--- src/rtl/run_ctl_pkg.sv ---
// Shared types for the CPU run-control sequencer: host command opcodes,
// sequencer states and the STEP count load rule.
package run_ctl_pkg;

  typedef enum logic [2:0] {
    CMD_NOP   = 3'd0,
    CMD_RUN   = 3'd1,
    CMD_HALT  = 3'd2,
    CMD_STEP  = 3'd3,
    CMD_SETBP = 3'd4,
    CMD_RESET = 3'd5
  } cmd_e;

  typedef enum logic [1:0] {
    S_HOLD = 2'd0,
    S_HALT = 2'd1,
    S_RUN  = 2'd2,
    S_STEP = 2'd3
  } state_e;

  localparam int unsigned STEP_W    = 16;
  localparam int unsigned BP_EN_BIT = 15;

  // A STEP of zero cycles is promoted to a single cycle.
  function automatic logic [STEP_W-1:0] step_load_val(input logic [15:0] n);
    logic [STEP_W-1:0] v;
    if (n == 16'd0) begin
      v = 16'd1;
    end else begin
      v = n;
    end
    return v;
  endfunction

endpackage

--- src/rtl/run_ctl_downcnt.sv ---
// Loadable saturating down-counter with a zero flag; used for the CPU reset
// hold time and for the remaining STEP cycles.
module run_ctl_downcnt #(
  parameter int unsigned   W       = 4,
  parameter logic [W-1:0] RST_VAL = '0
) (
  input  logic         clk,
  input  logic         rst,
  input  logic         load,
  input  logic [W-1:0] load_val,
  input  logic         dec,
  output logic [W-1:0] cnt,
  output logic         zero
);

  logic [W-1:0] cnt_q;
  logic [W-1:0] cnt_d;

  // Load wins over decrement; decrement stops at zero.
  always_comb begin
    if (load) begin
      cnt_d = load_val;
    end else if (dec && (cnt_q != '0)) begin
      cnt_d = cnt_q - W'(1);
    end else begin
      cnt_d = cnt_q;
    end
  end

  // Counter register.
  always_ff @(posedge clk or posedge rst) begin
    if (rst) begin
      cnt_q <= RST_VAL;
    end else begin
      cnt_q <= cnt_d;
    end
  end

  assign cnt  = cnt_q;
  assign zero = (cnt_q == '0);

endmodule

--- src/rtl/cpu_run_ctl.sv ---
// Run-control sequencer for the RV32I CPU: owns the CPU reset, the pipeline
// clock-enable, breakpoint halting and the enabled-cycle counter.
module cpu_run_ctl
  import run_ctl_pkg::*;
#(
  parameter int unsigned PC_W     = 12,
  parameter int unsigned HOLD_CYC = 4,
  parameter int unsigned CNT_W    = 32
) (
  input  logic             clk,
  input  logic             rst,
  input  logic             cmd_valid,
  output logic             cmd_ready,
  input  logic [2:0]       cmd_op,
  input  logic [15:0]      cmd_arg,
  input  logic [PC_W-1:0]  pc_F,
  output logic             cpu_rst_n,
  output logic             cpu_en,
  output logic             halted,
  output logic             bp_hit,
  output logic [1:0]       state_o,
  output logic [CNT_W-1:0] cycle_cnt
);

  localparam int unsigned      HOLD_W   = $clog2(HOLD_CYC) + 1;
  localparam logic [HOLD_W-1:0] HOLD_RST = HOLD_W'(HOLD_CYC - 1);

  state_e            state_q,     state_d;
  logic              cpu_rst_n_q, cpu_rst_n_d;
  logic              cmd_ready_q, cmd_ready_d;
  logic              halted_q,    halted_d;
  logic              bp_hit_q,    bp_hit_d;
  logic              bp_en_q,     bp_en_d;
  logic [PC_W-1:0]   bp_addr_q,   bp_addr_d;
  logic              skip_bp_q,   skip_bp_d;
  logic [CNT_W-1:0]  cycle_cnt_q, cycle_cnt_d;

  logic              cmd_acc;
  logic              bp_match;
  logic              hold_load, hold_dec, hold_zero;
  logic [HOLD_W-1:0] hold_cnt_unused;
  logic              step_load, step_dec, step_zero, step_last;
  logic [STEP_W-1:0] step_cnt;

  run_ctl_downcnt #(.W(HOLD_W), .RST_VAL(HOLD_RST)) u_hold_cnt (
    .clk      (clk),
    .rst      (rst),
    .load     (hold_load),
    .load_val (HOLD_RST),
    .dec      (hold_dec),
    .cnt      (hold_cnt_unused),
    .zero     (hold_zero)
  );

  run_ctl_downcnt #(.W(STEP_W), .RST_VAL(16'd0)) u_step_cnt (
    .clk      (clk),
    .rst      (rst),
    .load     (step_load),
    .load_val (step_load_val(cmd_arg)),
    .dec      (step_dec),
    .cnt      (step_cnt),
    .zero     (step_zero)
  );

  assign cmd_acc   = cmd_valid & cmd_ready_q;
  assign bp_match  = (state_q == S_RUN) & bp_en_q & (pc_F == bp_addr_q) & ~skip_bp_q;
  assign step_last = step_zero | (step_cnt == 16'd1);
  assign hold_dec  = (state_q == S_HOLD);
  assign step_dec  = (state_q == S_STEP);

  // Pipeline enable: a pending breakpoint freezes the CPU with pc_F unadvanced.
  always_comb begin
    case (state_q)
      S_RUN:   cpu_en = ~bp_match;
      S_STEP:  cpu_en = 1'b1;
      default: cpu_en = 1'b0;
    endcase
  end

  // Next-state logic; RESET outranks breakpoints, which outrank HALT.
  always_comb begin
    state_d     = state_q;
    bp_hit_d    = bp_hit_q;
    skip_bp_d   = skip_bp_q;
    hold_load   = 1'b0;
    step_load   = 1'b0;
    cycle_cnt_d = cycle_cnt_q + {{(CNT_W-1){1'b0}}, cpu_en};

    if (cmd_acc && (cmd_op == CMD_SETBP)) begin
      bp_en_d   = cmd_arg[BP_EN_BIT];
      bp_addr_d = cmd_arg[PC_W-1:0];
    end else begin
      bp_en_d   = bp_en_q;
      bp_addr_d = bp_addr_q;
    end

    if (cmd_acc && (cmd_op == CMD_RESET)) begin
      state_d     = S_HOLD;
      hold_load   = 1'b1;
      cycle_cnt_d = '0;
      bp_hit_d    = 1'b0;
    end else begin
      case (state_q)
        S_HOLD: begin
          if (hold_zero) begin
            state_d = S_HALT;
          end else begin
            state_d = S_HOLD;
          end
        end
        S_HALT: begin
          if (cmd_acc && (cmd_op == CMD_RUN)) begin
            state_d   = S_RUN;
            skip_bp_d = 1'b1;
            bp_hit_d  = 1'b0;
          end else if (cmd_acc && (cmd_op == CMD_STEP)) begin
            state_d   = S_STEP;
            step_load = 1'b1;
            bp_hit_d  = 1'b0;
          end else begin
            state_d = S_HALT;
          end
        end
        S_RUN: begin
          skip_bp_d = 1'b0;
          if (bp_match) begin
            state_d  = S_HALT;
            bp_hit_d = 1'b1;
          end else if (cmd_acc && (cmd_op == CMD_HALT)) begin
            state_d = S_HALT;
          end else begin
            state_d = S_RUN;
          end
        end
        S_STEP: begin
          if (step_last || (cmd_acc && (cmd_op == CMD_HALT))) begin
            state_d = S_HALT;
          end else begin
            state_d = S_STEP;
          end
        end
        default: state_d = S_HOLD;
      endcase
    end

    cpu_rst_n_d = (state_d != S_HOLD);
    cmd_ready_d = (state_d != S_HOLD);
    halted_d    = (state_d == S_HALT);
  end

  // Sequencer state and registered status outputs.
  always_ff @(posedge clk or posedge rst) begin
    if (rst) begin
      state_q     <= S_HOLD;
      cpu_rst_n_q <= 1'b0;
      cmd_ready_q <= 1'b0;
      halted_q    <= 1'b0;
      bp_hit_q    <= 1'b0;
      bp_en_q     <= 1'b0;
      bp_addr_q   <= '0;
      skip_bp_q   <= 1'b0;
      cycle_cnt_q <= '0;
    end else begin
      state_q     <= state_d;
      cpu_rst_n_q <= cpu_rst_n_d;
      cmd_ready_q <= cmd_ready_d;
      halted_q    <= halted_d;
      bp_hit_q    <= bp_hit_d;
      bp_en_q     <= bp_en_d;
      bp_addr_q   <= bp_addr_d;
      skip_bp_q   <= skip_bp_d;
      cycle_cnt_q <= cycle_cnt_d;
    end
  end

  assign cmd_ready = cmd_ready_q;
  assign cpu_rst_n = cpu_rst_n_q;
  assign halted    = halted_q;
  assign bp_hit    = bp_hit_q;
  assign state_o   = state_q;
  assign cycle_cnt = cycle_cnt_q;

endmodule

--- config.mk ---
export PLATFORM = sky130hd
export DESIGN_NAME = cpu_run_ctl
export DESIGN_NICKNAME = d
export VERILOG_FILES = /design/src/rtl/run_ctl_pkg.sv /design/src/rtl/run_ctl_downcnt.sv /design/src/rtl/cpu_run_ctl.sv
export SDC_FILE = /design/constraint.sdc
export NUM_CORES = 1
export LEC_CHECK = 0
export BUFFER_PORTS_ARGS = -buffer_cell sky130_fd_sc_hd__buf_2
export CORE_MARGIN = 2
export CORE_UTILIZATION = 50
export CTS_CLUSTER_SIZE = 25
export DETAILED_ROUTE_END_ITERATION = 6
export GPL_TIMING_DRIVEN = 0
export PLACE_DENSITY = 0.76
export REMOVE_ABC_BUFFERS = 1
export SLEW_MARGIN = 20
export SYNTH_ARGS = -nofsm -noshare
export SYNTH_HDL_FRONTEND = slang
export SYNTH_SLANG_ARGS = --single-unit
--- constraint.sdc ---
create_clock -name clk -period 2.4 [get_ports clk]
set_input_delay 0.36 -clock clk [delete_from_list [all_inputs] [get_ports clk]]
set_output_delay 0.36 -clock clk [all_outputs]
set_load 0.02 [all_outputs]
==> impl_results.md <==
* CTS Buf Count at 9
* Tot GR Track Use at 23.1%
* FF+latch area at roughly 1800 sq um
* Placement-stage cell area at 4420 sq um
* Post-Synthesis Cells at 411
* # nets final at 541
* FF-to-FF setup slack at -30 ps
* Top cell type's share of synthesized area at 43.1%
* Worst Skew at 17.8 ps
* CP required at 2700 ps
* Design Area, Final at 4870 sq um
* Logic pwr share at 34.7%
* Most common cell in the synthesized netlist: dfrtp_1
* Worst setup margin at -34.7 ps
* Routability Congestion at 0.834
* Worst setup SP type: flop
* Power Dens Cells at 802 nW/um^2
* Least-Margin Pin Slew at 572 ps
* Synth cell count leaders: dfrtp_1, nor2_1, xor2_1, nand2_1, a21oi_1
* DRC Markers at 0
* Unrepaired setup endpoints after global routing: true
* Peak Freq at 411 MHz
* Pin count of the biggest net entering global routing at 40
* Failing checks: setup timing
* Syn Area/Cell at 9.61 sq um
* Yosys reg bits at 70
* Die Span Y at 92.9 microns
* Status: finished, violations left
* Port Buffers at 72
* Setup TNS at -34.7 ps
* Fin. Hold Viols at 0
* Total grt overflow at 0
* Yosys cell types at 57
* Initial antenna violation count at 0
* Critical-path cell list: inv_2 > ha_4 > and4_4 > nand4_1 > nand2_1 > nand2_2 > ha_4 > nand2_4 > nor3_4 > nand3_4 > or4_4 > a21oi_2
* DRT antenna net count at 0
* Clock Pin Slew Worst Setup and Hold Paths at 90 ps
* Total power at 3.90 mW
* CTS tree: built
* Crit path max fanout at 7
* # setup viols final at 1
* Sw Ratio at 37.4%
* Vias at 3,449
* Crit path largest cell delay at 510 ps
* Initial Util at 51.4%
* Sequential fraction of the synthesis area at between 40% and 50%
* Floorplan row count at 32
* Int Pwr at 2.44 mW
* Peak supply drop at 0.378 mV
* Clk Tree Root Cell: clkbuf_8
* Final Max Tran Viols at 0
* Pleak at 2.28 nW
* CP arrival at 2740 ps
* Clk pwr share at 22.2%
* Violation count after the first detailed-route iteration at 282
* DP HPWL at roughly 6600 microns
* Cell Area, Synth at roughly 4000 sq um
* Die area at 8630 sq um
* Layout cells sized above 1 at 31.9%
* DRT Wirelength at 9710 microns
* Post-synth top flop: dfrtp_1
* Min Tclk post-route at 2430 ps
* Synth Warn # at 0
* First-pass GRT wire length at 15,800 microns
* Worst hold path type: primary input to asynchronous set/reset pin
* # IOs at 73
* Crit. End Element: flop
* Area occupied by multi-input gates at 2220 sq um
* Final period util at 101%
* Core ar. at 7690 sq um
* Area leader, netlist: dfrtp_1
* Top cell by count, worst path: ha_4
* Slowest cell on the critical path: or4_4
* Clock tree sinks at 70
* FILL cells at 623
* 1st-pass router iterations at 5
* Skew-Pair Late Insertion Delay at 370 ps
* EDFF count, synth at 0
* Clk buf depth at 2
* Critical path type: flop to flop
* Area grow syn2layout at 23.1%
* Relative slew margins at 61.6%
* Async SR Flop Fraction at 100%
* Vias in the first global route at 3,267
* Antenna cells at 0
* Max_cap viols at 0
* Vias/cell at 5.72
* Die Wd at 92.9 microns
* H-tree lvl count at 3
* Net Sw Power at 1.46 mW
* Area contributors post-synth: dfrtp_1, xor2_1, nor2_1
* Wirelength per Cell at 16.1 microns
* Sequential power share at 43.1%
-- worst max-delay path, delay by kind of cell (launching register included) --
kind | cells | cell delay (ps)
AO/OA/AOI/OAI | 1 | 120
adder cells (fa/ha/maj) | 2 | 330
buffers and inverters | 1 | 80
flip-flops | 1 | 400
AND/OR/NAND/NOR | 8 | 1450
-- routing by layer --
| layer | vias up | wire length (microns) | global-route usage, % |
|---|---|---|---|
| met4 | 0 | 104 | 7.11 |
| li1 | 1644 | - | - |
| met1 | 1688 | 4120 | 29.7 |
| met2 | 104 | 4990 | 38.3 |
| met5 | - | 0 | 0 |
| met3 | 13 | 494 | 6.27 |
-- flip-flops by register name (all words and copies together) (netlist names) --
signal and flops:
bp_addr_q 12, bp_en_q 1, bp_hit 1, cmd_ready 1
cycle_cnt 32, halted 1, skip_bp_q 1, state_o 2
u_hold_cnt.cnt 3, u_step_cnt.cnt 16
-- final timing paths --
kind	cells past startpoint	endpoint	from
worst max-delay path	12	cycle_cnt[28]$_DFF_PP0_	state_o[0]$_DFF_PP0_
worst min-delay path	2	bp_addr_q[5]$_DFFE_PP0P_	rst
worst max register to register	12	cycle_cnt[28]$_DFF_PP0_	state_o[0]$_DFF_PP0_
worst min register to register	2	skip_bp_q$_DFFE_PP0P_	skip_bp_q$_DFFE_PP0P_
max in group asynchronous	3	cycle_cnt[16]$_DFF_PP0_	rst
min in group clk	3	u_step_cnt.cnt[12]$_DFFE_PP0P_	cmd_arg[12]
-- power groups by stage --
stage	Clock [mW]	Sequential [mW]	Combinational (mW)
after floorplan	0	1.71	0.849
after global placement	0	1.66	1.16
after detailed placement	0	1.68	1.22
after CTS	0.878	1.66	1.28
after global routing	0.938	1.72	1.50
final	0.868	1.68	1.35
-- timing repair --
item	4_1_cts	5_1_grt
endpoints found under the setup margin	38	23
setup buffers	7	10
hold buffers	0	0
resized for setup	14	18
hold endpoints to repair	0	0
pin swaps	4	16
-- cells in the final DEF (no fill, tap or decap), types with 14 or more instances in the layout --
cell type   n
buf_2      71
dfrtp_1    67
nor2_1     46
xor2_1     30
nand2_1    25
a21oi_1    20
buf_4      19
nand3_1    17
nand4_1    17
nor3_1     14
-- metrics by stage --
stage	setup slack [ps]	utilization [%]	hold WS (ps)	cells
CTS	11.4	61.3	14.1	593
detailed placement	-1030	57.5	397	570
global placement	-992	56.7	470	567
floorplan	-782	-	449	393
global route	-173	63.3	36.5	603
finish	-34.7	63.3	1.91	603
-- layout make-up --
type	instances	share of cell area, %
Inverter	12	0.977
Clock inverter	7	1.03
Clock buffer	9	2.55
Multi-Input combinational cell	311	45.7
Sequential cell	70	36.1
Timing Repair Buffer	92	11.1
Tap cell	102	2.62
-- kinds of logic after synthesis --
logic type | synth area share (%)
buffers and inverters | 3.23
AOI/OAI and AO/OA | 11.7
adders and majority gates | 3.48
muxes | 4.21
and+or+nand+nor | 23.9
DFF | 44.4
xor gates and xnor gates | 9.09
Note: power is estimated with default switching activity, not from simulation.
